==> src/rtl/demux_router.sv <==
// Registered 1-to-2 demultiplexer: each input word goes to channel 0 or 1 by its
// select bit, and each channel has its own one-entry holding register and transfer counter.
module demux_router #(
    parameter int WIDTH = 8,
    parameter int CNT_W = 8
) (
    input  logic             clk,
    input  logic             rst,
    input  logic             in_valid,
    output logic             in_ready,
    input  logic             select,
    input  logic [WIDTH-1:0] a,
    output logic             b0_valid,
    input  logic             b0_ready,
    output logic [WIDTH-1:0] b0,
    output logic             b1_valid,
    input  logic             b1_ready,
    output logic [WIDTH-1:0] b1,
    output logic [CNT_W-1:0] cnt0,
    output logic [CNT_W-1:0] cnt1
);

    typedef enum logic {EMPTY = 1'b0, FULL = 1'b1} chan_state_t;

    chan_state_t state0, state1;
    logic        pop0, pop1, load0, load1;

    // Handshake: a word moves on a rising edge where valid and ready are both high.
    // in_ready looks only at the selected channel's state and its consumer's ready,
    // never at in_valid, so a stalled channel blocks only words aimed at it.
    assign b0_valid = (state0 == FULL);
    assign b1_valid = (state1 == FULL);
    assign in_ready = !rst && (select ? (!b1_valid || b1_ready) : (!b0_valid || b0_ready));

    assign pop0  = b0_valid && b0_ready;
    assign pop1  = b1_valid && b1_ready;
    assign load0 = in_valid && in_ready && !select;
    assign load1 = in_valid && in_ready && select;

    always_ff @(posedge clk or posedge rst) begin
        if (rst) begin
            state0 <= EMPTY;
            state1 <= EMPTY;
            b0     <= '0;
            b1     <= '0;
            cnt0   <= '0;
            cnt1   <= '0;
        end else begin
            // A load into a FULL channel implies that same cycle's pop, so the
            // channel stays FULL with the new word and no bubble.
            case (state0)
                EMPTY: if (load0) begin
                    state0 <= FULL;
                    b0     <= a;
                end
                FULL: if (load0) begin
                    b0 <= a;
                end else if (pop0) begin
                    state0 <= EMPTY;
                end
            endcase

            case (state1)
                EMPTY: if (load1) begin
                    state1 <= FULL;
                    b1     <= a;
                end
                FULL: if (load1) begin
                    b1 <= a;
                end else if (pop1) begin
                    state1 <= EMPTY;
                end
            endcase

            if (load0) cnt0 <= cnt0 + CNT_W'(1);
            if (load1) cnt1 <= cnt1 + CNT_W'(1);
        end
    end

endmodule

==> config.mk <==
export PLATFORM = sky130hd
export DESIGN_NAME = demux_router
export DESIGN_NICKNAME = d
export VERILOG_FILES = /design/src/rtl/demux_router.sv
export SDC_FILE = /design/constraint.sdc
export NUM_CORES = 1
export LEC_CHECK = 0
export ABC_CLOCK_PERIOD_IN_PS = 1950
export CORE_ASPECT_RATIO = 2
export CORE_MARGIN = 1.5
export CORE_UTILIZATION = 44
export DETAILED_ROUTE_END_ITERATION = 8
export HOLD_SLACK_MARGIN = 0.02
export PLACE_DENSITY = 0.81
export SYNTH_ARGS = -nofsm -noshare
export SYNTH_HDL_FRONTEND = slang
export SYNTH_SLANG_ARGS = --single-unit
==> constraint.sdc <==
create_clock -name clk -period 1.95 [get_ports clk]
set_input_delay 0.195 -clock clk [delete_from_list [all_inputs] [get_ports clk]]
set_output_delay 0.195 -clock clk [all_outputs]
set_load 0.1 [all_outputs]
==> results of run 1 <==
## layout by cell type (no fill, tap or decap)
master	netlist	final
a21oi_1	1	1
and2_1	2	2
and3_1	1	1
and4_1	2	2
buf_12	0	2
buf_4	0	38
clkbuf_1	0	1
clkbuf_8	0	6
clkdlybuf4s50_1	0	13
clkinv_2	0	1
clkinvlp_4	0	1
dfrtp_1	34	32
dfrtp_2	0	2
ha_1	2	2
inv_1	2	1
mux2_2	9	9
nand2_1	32	32
nand2b_1	2	2
nand3_1	5	5
nand4_1	4	4
nor2_1	2	1
nor2_4	0	1
nor2b_4	1	1
nor3_1	2	2
nor4b_2	1	1
or4b_4	1	1
xnor2_1	11	11
xor2_1	3	3
## metal layers
metal,part of all wire [%],vias up,GRT usage (%)
met5,0,-,0
met4,2.6,0,9.92
met3,4.3,5,4.35
met2,55,30,32.8
met1,38,531,21.1
li1,-,513,-
## report_power, final
part           total (mW)  leakage [nW]  internal, mW  switching, mW
registers            1.02         0.426         0.861          0.158
clock network       0.526        0.0482         0.284          0.241
logic                1.72         0.489         0.359           1.36
total                3.26         0.964          1.50           1.76
## path summary, 6_finish.rpt
check	start	to	cells after the start
worst max-delay path	b0_valid	in_ready	5
worst min register to register	cnt0[7]	cnt0[7]	1
worst min-delay path	a[6]	b0[6]	3
max in group asynchronous	rst	b1_valid	3
min in group asynchronous	rst	cnt1[2]	3
worst max register to register	b0_valid	cnt0[7]	4
## logic make-up after synthesis
kind of cell / count (synthesis) / share of synthesized area, %
xor+xnor: 14 / 8.69
fa+ha+maj: 2 / 1.77
flops: 34 / 60.3
simple gates: 55 / 19.8
compound gates: 1 / 0.354
mux: 9 / 7.18
buf+inv: 6 / 1.95
## metrics by stage
step	instance area, um2	power (mW)	utilization [%]	instances
2_1_floorplan	1430	2.36	-	121
3_3_place_gp	1900	2.73	63.0	200
3_5_place_dp	1900	2.76	63.0	200
4_1_cts	1990	3.29	66.0	208
5_1_grt	1990	3.39	66.0	208
6_report	1990	3.26	66.0	208
## worst max-delay path, cell delays in order, from the launching register on
cell and delay, ns:
dfrtp_2 0.36, nor2b_4 0.17, nor2_1 0.06, a21oi_1 0.25, nor2_4 0.06, buf_12 0.17
## final cells by class
type | count | area (um2) | area share, %
flip-flops and latches | 34 | 853 | 42.9
multi-input cells | 81 | 541 | 27.2
repair buffers | 53 | 455 | 22.9
clock buffers | 7 | 86.3 | 4.34
well taps | 30 | 37.5 | 1.89
inverters | 2 | 11.3 | 0.566
clock inverters | 1 | 5.00 | 0.252
## state kept, by name, summed over array words and instances, names as in the netlist
register,flops
b0,8
b0_valid,1
b1,8
b1_valid,1
cnt0,8
cnt1,8
==> metrics.md, run 1 <==
| Metric | Value |
|---|---|
| Slew Limit Fails | `0` |
| Router iterations before antenna repair | `4` |
| CP endpoint kind | `output pin` |
| Fin. Hold Viols | `0` |
| Yosys warning count | `0` |
| Final setup margin | `0.391 ns` |
| Insertion delay to the later sink of the worst-skew pair | `0.29 ns` |
| Fmax achieved | `642 MHz` |
| Grt total ovfl | `0` |
| Synth Cell Area | `1410 um2` |
| DP HPWL | `2230 um` |
| Total Nets Final | `193` |
| Initial Utilization | `46.8%` |
| CTS HTree Levels | `2` |
| Cell Pwr Density | `1640 nW/um2` |
| Post-synth top cells | `dfrtp_1 (34), nand2_1 (32), xnor2_1 (11)` |
| Setup_tns | `0 ns` |
| DR iter-0 viols | `19` |
| Post_cts resized | `0` |
| Post-Syn Nets | `137` |
| Hold_buf cts | `0` |
| FF+latch count, synth | `34` |
| Die area | `3580 um2` |
| Area fraction of the dominant cell type after synthesis | `60.3%` |
| Register-to-register setup slack | `0.42 ns` |
| Max Cap Viol | `0` |
| Fillcell total | `243` |
| Die Wd | `43.0 um` |
| Worst EP required | `1.75 ns` |
| Async S/R FF share, synth | `100%` |
| Vias | `1079` |
| First-pass GRT wire length | `5100 um` |
| Critical path class | `reg2out` |
| Maximum root-to-sink buffer count | `2` |
| Gate Count Post-Synth | `121` |
| Largest net degree at the start of global routing | `35` |
| Clock Tree Root | `clkbuf_8` |
| Register area share after synthesis | `60.3%` |
| Worst hold slack | `0.462 ns` |
| Clock Skews | `0.00991 ns` |
| Syn avg cell area | `11.7 um2` |
| # setup viols final | `0` |
| Layout cell share with drive strength beyond 1 | `35.4%` |
| Hold Path Class | `in2reg` |
| Io pins | `49` |
| Initial antenna violation count | `0` |
| Most common cell in the netlist | `dfrtp_1` |
| Critical Path Start Type | `register` |
| # DRC | `0` |
| Post-synth EDFFs | `0` |
| Slew @ Worst Pin | `0.426 ns` |
| ANT cells | `0` |
| Main synth FF type | `dfrtp_1` |
| Antenna Nets Post-Route | `0` |
| Worst Path Arrival | `1.36 ns` |
| CTS Sinks | `34` |
| Final Cycle Share | `79.9%` |
| Min cycle time layout | `1.56 ns` |
| Synth area leaders | `dfrtp_1 (60%), nand2_1 (8.5%), mux2_2 (7.2%), xnor2_1 (6.8%), xor2_1 (1.9%)` |
| Die height | `83.1 um` |
| Number of global-route vias before repair | `1103` |
| Yosys cell types | `20` |
| # Post-CTS Setup Buffers | `0` |
| Core area | `3010 um2` |
| Average vias per placed instance | `5.19` |
| Gpl congestion | `0.752` |
| Area leader, netlist | `dfrtp_1` |
| Total CTS buffers | `5` |
| Leakage power | `0.964 nW` |
| Highest net fanout along the worst path | `4` |
| Area Growth Syn to Fin | `41.0%` |
| CTS tree | `built` |
| Max IR drop VDD | `1.27 mV` |
| RSZ-0062 raised after global routing | `false` |
| IO buf count | `48` |
| Routed wire length | `3050 um` |
| Status | `completed` |
| Pre-CTS WS | `0.115 ns` |
| Slew margin rel. | `71.6%` |
| Wire per inst | `14.7 um` |
| Clk slew on worst S/H paths | `0.07 ns` |
| Total GRT Usage | `19.1%` |
| Num rows | `28` |
(Power assumes the default switching activity.)
==> run 2: changes to the inputs <==
ABC_CLOCK_PERIOD_IN_PS = 1600   (was 1950)
clock period = 1.6 ns   (was 1.95 ns; I/O delays follow)
==> metrics.md, run 2 (synthesized netlist as in run 1, its figures left out) <==
| Metric | Value |
|---|---|
| Grt total ovfl | `0 (unchanged)` |
| Antenna Nets Post-Route | `0 (unchanged)` |
| # DRC | `0 (unchanged)` |
| Max IR drop VDD | `1.53 mV (+21%)` |
| Initial antenna violation count | `0 (unchanged)` |
| Highest net fanout along the worst path | `6 (+2)` |
| Max Cap Viol | `0 (unchanged)` |
| Layout Utilization | `83.8% (+18 points)` |
| ANT cells | `0 (unchanged)` |
| Slew @ Worst Pin | `0.407 ns (-0.0188 ns)` |
| Hold_buf cts | `0 (unchanged)` |
| Total Nets Final | `198 (+2.6%)` |
| Slew margin rel. | `72.9% (+1.3 points)` |
| Register-to-register setup slack | `-0.02 ns (-0.44 ns)` |
| IO buf count | `48 (unchanged)` |
| Fin. Hold Viols | `0 (unchanged)` |
| Area Growth Syn to Fin | `79.0%` |
| CTS HTree Levels | `2 (unchanged)` |
| Placed Cells | `204 (+2.0%)` |
| CTS Sinks | `34 (unchanged)` |
| Worst Path Arrival | `1.79 ns (+0.43 ns)` |
| Worst hold slack | `0.440 ns (-0.0222 ns)` |
| Routed wire length | `3490 um (+14%)` |
| Average vias per placed instance | `5.32 (+2.6%)` |
| First-pass GRT wire length | `6010 um (+18%)` |
| Wire per inst | `16.4 um (+12%)` |
| Final Cycle Share | `101%` |
| RSZ-0062 raised after global routing | `true` |
| Initial Utilization | `46.8% (unchanged)` |
| Number of global-route vias before repair | `1271 (+15%)` |
| Min cycle time layout | `1.62 ns` |
| CP endpoint kind | `register` |
| Fin cells | `213 (+2.4%)` |
| Violated checks | `setup timing` |
| CTS tree | `built` |
| Worst EP required | `1.77 ns (+0.02 ns)` |
| Commonest non-fill, non-tap cell in the layout | `buf_12` |
| Die height | `83.1 um (unchanged)` |
| Power after layout | `4.71 mW (+44%)` |
| Total CTS buffers | `5 (unchanged)` |
| # setup viols final | `2 (+2)` |
| Layout cell share with drive strength beyond 1 | `46.4% (+11 points)` |
| Die area | `3580 um2 (unchanged)` |
| Insertion delay to the later sink of the worst-skew pair | `0.29 ns (about the same)` |
| Hold Path Class | `in2reg` |
| Commonest cells after routing, fill and taps aside | `buf_12 (36), nand2_1 (32), dfrtp_1 (21), clkdlybuf4s50_1 (13)` |
| Critical path class | `reg2reg` |
| Final setup margin | `-0.0194 ns (-0.411 ns)` |
| Clk slew on worst S/H paths | `0.06 ns (about the same)` |
| Total GRT Usage | `23.1% (+3.9 points)` |
| DP HPWL | `2730 um (+22%)` |
| Critical Path Start Type | `register` |
| Slew Limit Fails | `0 (unchanged)` |
| Clock Tree Root | `clkbuf_8` |
| Router iterations before antenna repair | `4 (unchanged)` |
| Clock Skews | `0.00331 ns (-0.00660 ns)` |
| Fmax achieved | `618 MHz` |
| Leakage power | `1.12 nW (+17%)` |
| Largest net degree at the start of global routing | `35 (unchanged)` |
| Die Wd | `43.0 um (unchanged)` |
| Core area | `3010 um2 (unchanged)` |
| Num rows | `28 (unchanged)` |
| Status | `complete, but fails checks` |
| Cell Pwr Density | `1860 nW/um2 (+14%)` |
| DR iter-0 viols | `17 (-2)` |
| Pre-CTS WS | `-0.184 ns (-0.299 ns)` |
| Io pins | `49 (unchanged)` |
| Gpl congestion | `0.819 (+8.9%)` |
| Vias | `1134 (+5.1%)` |
| Maximum root-to-sink buffer count | `2 (unchanged)` |
==> run 2: cell types whose count changed in the layout (fill, tap and decap cells not counted), moves of 2 or more <==
cell	previous run	this run
dfrtp_4	0	2
nor3_1	2	0
dfrtp_2	2	11
dfrtp_1	32	21
buf_6	0	2
nor3_2	0	2
buf_12	2	36
buf_4	38	7
clkbuf_8	6	8
==> run 2: final cells by class <==
| type | count | area (um2) |
|---|---|---|
| timing repair buffer | 58 | 926 |
| sequential | 34 | 872 |
| multi-input combinational | 81 | 569 |
| tap | 30 | 37.5 |
| clock buffer | 8 | 110 |
| inverter | 2 | 11.3 |
| fill | 154 | 487 |
==> run 2: worst max-delay path, stage by stage, from the launching register on <==
cell and delay (ns):
dfrtp_4 0.48, nor2b_4 0.14, buf_6 0.12, nor4b_2 0.27, buf_4 0.21, nand4_1 0.13
xnor2_1 0.15
==> run 2: stage by stage <==
step | cell area, um2 | TNS (ns)
floorplan | 1480 | -1.05
CTS | 2520 | -0.0628
finish | 2530 | -0.0340
global placement | 2390 | -1.98
detailed placement | 2390 | -3.11
global route | 2530 | -0.205
==> run 2: per-layer routing <==
layer	share of wire (%)	global-route usage (%)	up-vias
li1	-	-	520
met1	32	23.7	554
met2	58	38.8	45
met3	3.9	6.09	15
met4	5.4	15.7	0
met5	0	0	-
==> run 2: path summary, 6_finish.rpt <==
path	startpoint	end	depth (start not counted)
worst min-delay path	a[3]	b0[3]	3
max in group asynchronous	rst	b1_valid	3
worst max-delay path	b0_valid	cnt0[3]	6
worst min register to register	cnt1[4]	cnt1[4]	1
worst max register to register	b0_valid	cnt0[3]	6
min in group asynchronous	rst	b0_valid	3
==> run 2: what timing repair did <==
item | 4_1_cts | 5_1_grt
pin swaps | 1 | 1
gates resized for setup | 4 | 1
setup endpoints to repair | 7 | 12
buffers inserted | 1 | 0
==> run 2: where the power goes <==
group          internal, mW  total [mW]  switching [mW]
sequential             1.07        1.37           0.301
clock                 0.434       0.725           0.291
combinational         0.929        2.61            1.68
